==> config.mk <==
export PLATFORM = sky130hd
export DESIGN_NAME = ltc2308_ctrl
export DESIGN_NICKNAME = d
export VERILOG_FILES = /design/src/rtl/ltc2308_pkg.sv /design/src/rtl/ltc2308_sck_gen.sv /design/src/rtl/ltc2308_ctrl.sv
export SDC_FILE = /design/constraint.sdc
export NUM_CORES = 1
export LEC_CHECK = 0
export CAP_MARGIN = 20
export CORE_MARGIN = 2
export CORE_UTILIZATION = 58
export CTS_BUF_LIST = sky130_fd_sc_hd__clkbuf_8
export CTS_CLUSTER_DIAMETER = 60
export DETAILED_ROUTE_END_ITERATION = 10
export HOLD_SLACK_MARGIN = 0.15
export PLACE_DENSITY_LB_ADDON = 0.3
export SYNTH_ARGS = -nofsm -noshare
export SYNTH_HDL_FRONTEND = slang
export SYNTH_SLANG_ARGS = --single-unit
==> constraint.sdc <==
create_clock -name clk -period 2.31 [get_ports clk]
set_input_delay 0.462 -clock clk [delete_from_list [all_inputs] [get_ports clk]]
set_output_delay 0.462 -clock clk [all_outputs]
set_load 0.02 [all_outputs]
==> src/rtl/ltc2308_pkg.sv <==
// Shared types and constants for the LTC2308 serial controller.
package ltc2308_pkg;
  localparam int CFG_W   = 6;
  localparam int DATA_W  = 12;
  localparam int NBITS   = 12;
  localparam int TIMER_W = 8;

  // Config word bit positions, MSB is shifted out first
  localparam int CFG_SD  = 5;
  localparam int CFG_OS  = 4;
  localparam int CFG_S1  = 3;
  localparam int CFG_S0  = 2;
  localparam int CFG_UNI = 1;
  localparam int CFG_SLP = 0;

  typedef enum logic [2:0] {
    IDLE, CONV_HI, CONV_WAIT, SHIFT_LO, SHIFT_HI, HOLD, GAP
  } state_e;

  // SDI level for a given readout bit index: cfg bits ride on indices 11..6, zeros after
  function automatic logic sdi_bit(input logic [CFG_W-1:0] cfg, input logic [3:0] idx);
    logic [3:0] k;
    k = idx - 4'(NBITS - CFG_W);
    if (idx >= 4'(NBITS - CFG_W) && idx <= 4'(NBITS - 1)) return cfg[k[2:0]];
    return 1'b0;
  endfunction
endpackage

==> src/rtl/ltc2308_sck_gen.sv <==
// SCK phase generator: SCK_HALF clk cycles per phase, 12 bits, index counts 11..0.
module ltc2308_sck_gen import ltc2308_pkg::*; #(
  parameter int SCK_HALF = 1
) (
  input  logic       clk,
  input  logic       rst,
  input  logic       start,
  output logic       sck,
  output logic       rise_en,
  output logic       fall_en,
  output logic       done,
  output logic [3:0] bit_idx
);
  localparam int PH_W = (SCK_HALF > 1) ? $clog2(SCK_HALF) : 1;

  logic            active;
  logic [PH_W-1:0] ph;
  logic            ph_end;

  // Strobes describe what the coming clock edge does to SCK
  assign ph_end  = active && (ph == PH_W'(SCK_HALF - 1));
  assign rise_en = ph_end && !sck;
  assign fall_en = ph_end && sck;
  assign done    = fall_en && (bit_idx == 4'd0);

  // Phase counter, SCK toggle and bit index (decremented on each falling edge)
  always_ff @(posedge clk) begin
    if (rst) begin
      active  <= 1'b0;
      sck     <= 1'b0;
      ph      <= '0;
      bit_idx <= '0;
    end else if (start) begin
      active  <= 1'b1;
      sck     <= 1'b0;
      ph      <= '0;
      bit_idx <= 4'(NBITS - 1);
    end else if (active) begin
      if (ph_end) begin
        ph  <= '0;
        sck <= ~sck;
        if (sck) begin
          if (bit_idx == 4'd0) active <= 1'b0;
          else                 bit_idx <= bit_idx - 4'd1;
        end
      end else begin
        ph <= ph + 1'b1;
      end
    end
  end
endmodule

==> src/rtl/ltc2308_ctrl.sv <==
// LTC2308 controller: CONVST pulse, conversion wait, 12-bit SCK readout with config on SDI.
module ltc2308_ctrl import ltc2308_pkg::*; #(
  parameter int CONVST_HI = 2,
  parameter int CONV_CYC  = 82,
  parameter int SCK_HALF  = 1,
  parameter int CYC_CYC   = 100
) (
  input  logic              clk,
  input  logic              rst,
  input  logic              cmd_valid,
  output logic              cmd_ready,
  input  logic [CFG_W-1:0]  cmd_cfg,
  output logic              res_valid,
  output logic [DATA_W-1:0] res_data,
  output logic [CFG_W-1:0]  res_cfg,
  output logic              adc_convst,
  output logic              adc_sck,
  output logic              adc_sdi,
  input  logic              adc_sdo
);
  state_e             state;
  logic [TIMER_W-1:0] timer;
  logic [CFG_W-1:0]   cur_cfg, prev_cfg;
  logic [NBITS-1:0]   data_sr;
  logic               hold_cnt;
  logic               sck_start, rise_en, fall_en, done, accept;
  logic [3:0]         bit_idx;

  assign cmd_ready = !rst && (state == IDLE) && (timer >= TIMER_W'(CYC_CYC));
  assign accept    = cmd_valid && cmd_ready;
  assign sck_start = (state == CONV_WAIT) && (timer == TIMER_W'(CONV_CYC - 1));

  ltc2308_sck_gen #(.SCK_HALF(SCK_HALF)) u_sck (
    .clk     (clk),
    .rst     (rst),
    .start   (sck_start),
    .sck     (adc_sck),
    .rise_en (rise_en),
    .fall_en (fall_en),
    .done    (done),
    .bit_idx (bit_idx)
  );

  // Cycle timer: zero at the CONVST rise, saturates so an idle controller is always ready
  always_ff @(posedge clk) begin
    if (rst)                   timer <= '1;
    else if (accept)           timer <= '0;
    else if (timer != '1)      timer <= timer + 1'b1;
  end

  // Main sequencer; all pin and result outputs are registered here
  always_ff @(posedge clk) begin
    if (rst) begin
      state      <= IDLE;
      adc_convst <= 1'b0;
      adc_sdi    <= 1'b0;
      res_valid  <= 1'b0;
      res_data   <= '0;
      res_cfg    <= '0;
      cur_cfg    <= '0;
      prev_cfg   <= '0;
      data_sr    <= '0;
      hold_cnt   <= 1'b0;
    end else begin
      res_valid <= 1'b0;
      case (state)
        IDLE: if (accept) begin
          cur_cfg    <= cmd_cfg;
          adc_convst <= 1'b1;
          state      <= CONV_HI;
        end
        CONV_HI: if (timer == TIMER_W'(CONVST_HI - 1)) begin
          adc_convst <= 1'b0;
          state      <= CONV_WAIT;
        end
        CONV_WAIT: if (sck_start) begin
          adc_sdi <= sdi_bit(cur_cfg, 4'(NBITS - 1));
          state   <= SHIFT_LO;
        end
        SHIFT_LO: if (rise_en) begin
          data_sr <= {data_sr[NBITS-2:0], adc_sdo};
          state   <= SHIFT_HI;
        end
        SHIFT_HI: begin
          if (done) begin
            adc_sdi  <= 1'b0;
            hold_cnt <= 1'b0;
            state    <= HOLD;
          end else if (fall_en) begin
            adc_sdi <= sdi_bit(cur_cfg, bit_idx - 4'd1);
            state   <= SHIFT_LO;
          end
        end
        // First HOLD cycle is the last SCK-low phase; the second is the quiet tHCONVST cycle
        HOLD: begin
          if (hold_cnt) begin
            res_valid <= 1'b1;
            res_data  <= data_sr;
            res_cfg   <= prev_cfg;
            prev_cfg  <= cur_cfg;
            state     <= GAP;
          end else begin
            hold_cnt <= 1'b1;
          end
        end
        GAP: if (timer >= TIMER_W'(CYC_CYC)) state <= IDLE;
        default: state <= IDLE;
      endcase
    end
  end
endmodule

==> summary.md, run 1 <==
| Metric | Value |
|---|---|
| Sequential-to-total area share from yosys stat | 45.3% |
| Max-slew headroom | 58.1% |
| Peak VDD IR | 0.000523 V |
| Dpl hpwl | 3740 um |
| Worst Hold End | res_cfg[5] |
| Ys flop type | dfxtp_1 |
| Final hold vios | 0 |
| Root Driver | clkbuf_8 |
| Post-CTS setup buffer count | 0 |
| Initial core utilization | 59.8% |
| Post-synth net total | 338 |
| Register bit total from synthesis | 64 |
| CTS tree | yes |
| Final min period | 2.23 ns |
| NumNets Final | 369 |
| Routability cong. | 0.827 |
| CTS sink count | 64 |
| Num rows | 25 |
| Final setup viols | 0 |
| Hold_buf cts | 0 |
| Pin slew with the least headroom to its limit | 0.628 ns |
| Antenna cell count | 0 |
| Hold slack | 0.453 ns |
| Async set-reset flop share out of synthesis | 0% |
| Post-route insts no fill | 427 |
| Reg clk slew, reported paths | 0.07 ns |
| I/O Pins | 33 |
| R2R Path End | state[2] |
| CTS Buf Count | 9 |
| Remaining global-route overflow | 0 |
| Share of layout cells above drive strength 1 | 10.0% |
| Dpl cell area | 3190 sq um |
| CP arrival | 1.76 ns |
| Synth warn | 0 |
| Die Height | 73.8 um |
| Worst skew pair latency | 0.34 ns |
| Placed cell count | 411 |
| Chip Width | 73.8 um |
| Drt drc | 0 |
| Top fanout value on the critical path | 7 |
| Layout area overhead | 20.0% |
| Register Area | 1280 sq um |
| Reg2Reg Depth | 7 |
| Power density over the cells | 877 nW/um^2 |
| Global-route wire length before repair | 9400 um |
| Leak | 1.25 nW |
| Worst endpoint required time | 1.85 ns |
| Maximum clock insertion buffer count | 2 |
| Most common cell in the netlist | dfxtp_1 |
| Setup tns final | 0 ns |
| Initial antenna violation count | 0 |
| Final slew viol count | 0 |
| Area occupied by multi-input gates | 1420 sq um |
| Pre-CTS WS | 0.165 ns |
| H-tree levels | 3 |
| Ranking of synthesized cells by area | dfxtp_1 45%, nand2_1 8.0%, mux2i_1 7.1% |
| Yosys cell types | 49 |
| Outcome | finished, final reports clean |
| PortBufs | 32 |
| Worst reg-to-reg setup slack | 0.40 ns |
| Hold Crit Class | register to register |
| Drt wl/cell | 13.2 um |
| Syn_area_per_cell | 8.72 sq um |
| Routed Wire Length | 5640 um |
| Util after Layout | 71.8% |
| Number of max-capacitance violations reported | 0 |
| EDFF count, synth | 0 |
| Final setup margin | 0.0839 ns |
| DRT Pass-1 Iters | 4 |
| Area share of the largest cell type after synthesis | 45.3% |
| Iter 0 DRT Violations | 185 |
| Final ANT Viol Nets | 0 |
| Unrepaired setup endpoints after global routing | no |
| Nature of the critical path startpoint | register |
| Fillers | 365 |
| Type of the worst setup path | register to output pin |
| Fmax achieved | 0.449 GHz |
| Vias in the first global route | 2,184 |
| R2R Path Start | timer[1] |
| Share of the clock period used by the worst path | 96.4% |
| Synth Cell Area | 2830 sq um |
| Post-synth top area cell | dfxtp_1 |
| Largest net degree at the start of global routing | 66 |
| Vias per cell | 5.42 |
| Core area | 4720 sq um |
| Post-synth top cells | 64 x dfxtp_1, 60 x nand2_1, 35 x a21oi_1, 32 x nor2_1, 20 x mux2i_1 |
| WHS Path Cells | 2 |
| Power Total | 2.98 mW |
| Finished Cell Area | 3390 sq um |
| CP endpoint kind | output pin |
| Synth Instances | 324 |
| Global-route usage over all layers | 22.3% |
| Hold_sp | prev_cfg[5] |
| Worst Skew | 0.00819 ns |
| DR vias | 2,315 |
| Die ar. | 5450 sq um |
[worst max-delay path, stage by stage (launching register included)]
cell	delay, ns
dfxtp_2	0.35
o311a_1	0.36
or2_4	0.26
and3_1	0.14
dlygate4sd2_1	0.31
[cells by family (layout without fill, tap and decap cells)]
group / Yosys count / in the layout / share of synthesized area (%)
AND/OR/NAND/NOR: 136 / 136 / 23.9
AO/OA/AOI/OAI: 64 / 64 / 14.4
flip-flops: 64 / 64 / 45.3
buffers and inverters: 28 / 64 / 4.43
multiplexers: 22 / 22 / 8.28
XOR/XNOR: 6 / 6 / 1.86
adder cells (fa/ha/maj): 4 / 4 / 1.77
[what timing repair did]
item	CTS	global route
gates resized for setup	1	2
cloned	0	0
endpoints found under the setup margin	1	1
[registers in the layout, summed over array words and instances (netlist names), 3 cells and up]
name	count
cur_cfg	6
data_sr	12
prev_cfg	6
res_cfg	6
res_data	12
state	3
timer	8
u_sck.bit_idx	4
[worst max path at each step]
stage | start | end | slack (ns) | depth (start not counted)
5_1_grt | timer[3] | cmd_ready | 0.03 | 4
3_3_place_gp | timer[3] | cmd_ready | 0.19 | 4
3_5_place_dp | timer[3] | cmd_ready | 0.17 | 4
2_1_floorplan | timer[1] | state[2] | 0.59 | 7
6_report | timer[3] | cmd_ready | 0.08 | 4
4_1_cts | timer[3] | cmd_ready | 0.02 | 4
[layout make-up]
class                           count  area share [%]
Multi-Input combinational cell    232            41.9
Sequential cell                    64            37.8
Timing Repair Buffer               41            11.3
Clock buffer                        9            3.65
Tap cell                           67            2.47
Clock inverter                      7            2.10
Inverter                            7           0.775
[placed cells by master (no fill, tap or decap), drive strengths merged, types with 8 or more instances in the layout]
master and count:
buf 10, clkdlybuf4s50 30, a21oi 35, mux2i 20, inv 8, nand2 60, nor2 32, dfxtp 64
clkbuf 9
[power breakdown]
group          switching [mW]  total [mW]  internal, mW
sequential              0.103        1.30          1.20
combinational           0.382       0.737         0.355
clock                   0.439       0.938         0.499
[per-layer routing]
metal | GRT usage, % | vias up | wire [um]
met1 | 26.9 | 1092 | 2520
met2 | 37.5 | 46 | 2790
met5 | 0 | - | 0
met4 | 6.87 | 0 | 78
met3 | 7.68 | 8 | 245
li1 | - | 1169 | -
Power figures use the tool's default switching activity.
==> run 2, diff against run 1 <==
--- a/config.mk
+++ b/config.mk
@@ -7,7 +7,7 @@
 export LEC_CHECK = 0
 export CAP_MARGIN = 20
 export CORE_MARGIN = 2
-export CORE_UTILIZATION = 58
+export CORE_UTILIZATION = 60
 export CTS_BUF_LIST = sky130_fd_sc_hd__clkbuf_8
 export CTS_CLUSTER_DIAMETER = 60
 export DETAILED_ROUTE_END_ITERATION = 10
==> constraint.sdc (replaced) <==
create_clock -name clk -period 2.85 [get_ports clk]
set_input_delay 0.57 -clock clk [delete_from_list [all_inputs] [get_ports clk]]
set_output_delay 0.57 -clock clk [all_outputs]
set_load 0.02 [all_outputs]
==> run 2 against run 1 <==
  * Final cell count is 4.9% lower
  * Register-to-register slack better by 0.46 ns
  * Combinational power is 30% lower
  * Wire length is 1.5% lower
  * Setup slack better by 0.14 ns
  * Power is 12% lower
  * Critical path type unchanged
  * Highest routed layer unchanged
==> summary.md, run 2 (synthesis results as in run 1) <==
| Metric | Value |
|---|---|
| CTS tree | yes |
| Largest net degree at the start of global routing | 66 |
| Routed Wire Length | 5550 um |
| Power Total | 2.61 mW |
| Worst reg-to-reg setup slack | 0.86 ns |
| Finished Cell Area | 3390 sq um |
| Worst Hold End | adc_convst |
| Die ar. | 5280 sq um |
| Util after Layout | 76.4% |
| R2R Path End | data_sr[10] |
| PortBufs | 32 |
| Max-slew headroom | 50.7% |
| Number of max-capacitance violations reported | 0 |
| Global-route usage over all layers | 23.3% |
| Setup tns final | 0 ns |
| Initial core utilization | 63.6% |
| Reg2Reg Depth | 4 |
| Pin slew with the least headroom to its limit | 0.739 ns |
| Routability cong. | 0.826 |
| Final setup margin | 0.221 ns |
| Critical path's slowest cell | clkdlybuf4s50_1 |
| Post-CTS setup buffer count | 0 |
| Worst Skew | 0.00836 ns |
| Layout area overhead | 20.1% |
| NumNets Final | 363 |
| Outcome | finished, final reports clean |
| Buffers & Inverters on Critical Path | 1 |
| Register Area | 1280 sq um |
| DRT Pass-1 Iters | 5 |
| Type of the worst setup path | register to output pin |
| Hold slack | 0.444 ns |
| R2R Path Start | state[1] |
| Peak VDD IR | 0.000509 V |
| Drt wl/cell | 13.7 um |
| CTS sink count | 64 |
| Dpl cell area | 3130 sq um |
| Pre-CTS WS | 0.578 ns |
| Global-route wire length before repair | 9670 um |
| Unrepaired setup endpoints after global routing | no |
| CTS Buf Count | 9 |
| Share of the clock period used by the worst path | 92.3% |
| CP top delay family | buffers and inverters |
| Post-CTS sizing | 0 |
| Vias per cell | 5.56 |
| Slowest Stage Delay on Critical Path | 0.53 ns |
| Initial antenna violation count | 0 |
| Hold Crit Class | register to register |
| Top fanout value on the critical path | 9 |
| Worst endpoint required time | 2.28 ns |
| Post-route insts no fill | 406 |
| Iter 0 DRT Violations | 122 |
| H-tree levels | 3 |
| CP arrival | 2.06 ns |
| Share of layout cells above drive strength 1 | 7.91% |
| Hold_buf cts | 0 |
| Worst skew pair latency | 0.33 ns |
| Placed cell count | 390 |
| Critical-path cell list | o311a_1, or2_1, and3_1, clkdlybuf4s50_1 |
| CP endpoint kind | output pin |
| Nature of the critical path startpoint | register |
| Biggest regs | data_sr x12, res_data x12, timer x8 |
| Area occupied by multi-input gates | 1420 sq um |
| Most common cell after layout, fill and taps aside | dfxtp_1 |
| Final setup viols | 0 |
| Reg clk slew, reported paths | 0.07 ns |
| Vias in the first global route | 2,145 |
| DR vias | 2,258 |
| Num rows | 24 |
| Fillers | 310 |
| Final hold vios | 0 |
| Fmax achieved | 0.380 GHz |
| Dpl hpwl | 3660 um |
| Root Driver | clkbuf_8 |
| Power density over the cells | 769 nW/um^2 |
| Most frequent cells in the layout | 64 x dfxtp_1, 60 x nand2_1, 35 x a21oi_1 |
| Crit. path cell count | 4 |
| Leak | 1.25 nW |
| Maximum clock insertion buffer count | 2 |
| Final slew viol count | 0 |
| I/O Pins | 33 |
| Drt drc | 0 |
| Die Height | 72.6 um |
| Core area | 4440 sq um |
| Final min period | 2.63 ns |
| Antenna cell count | 0 |
| Remaining global-route overflow | 0 |
| Final ANT Viol Nets | 0 |
| Chip Width | 72.6 um |
| WHS Path Cells | 2 |
| Hold_sp | adc_convst |
[run 2: final cells by class]
type / count / share of cell area (%)
multi-input cells: 232 / 41.8
repair buffers: 35 / 9.95
inverters: 7 / 0.774
clock inverters: 4 / 2.91
well taps: 52 / 1.92
flip-flops and latches: 64 / 37.7
clock buffers: 12 / 4.87
[run 2: worst max-delay path by stage]
stage | startpoint | end | slack, ns
finish | timer[2] | cmd_ready | 0.22
global route | timer[2] | cmd_ready | 0.15
global placement | timer[2] | cmd_ready | 0.59
CTS | timer[2] | cmd_ready | 0.22
detailed placement | timer[2] | cmd_ready | 0.58
floorplan | timer[2] | cmd_ready | 1.03
[run 2: per-layer routing]
| metal | part of all wire, % | wire length (um) | track usage, % | up-vias |
|---|---|---|---|---|
| li1 | - | - | - | 1156 |
| met1 | 48 | 2650 | 31.3 | 1053 |
| met2 | 47 | 2590 | 36.4 | 41 |
| met3 | 4.4 | 244 | 6.08 | 8 |
| met4 | 1.4 | 75 | 8.64 | 0 |
| met5 | 0 | 0 | 0 | - |
[run 2: where the power goes]
part / internal [mW] / leakage (nW) / switching, mW
clock: 0.655 / 0.133 / 0.337
sequential: 0.970 / 0.519 / 0.129
combinational: 0.265 / 0.596 / 0.255
total: 1.89 / 1.25 / 0.720
[run 2: worst reg2reg max path, stage by stage (launching register included)]
cell	delay, ns
dfxtp_1	0.58
nor2b_1	0.27
and3_1	0.67
mux2i_1	0.29
nor2_1	0.05
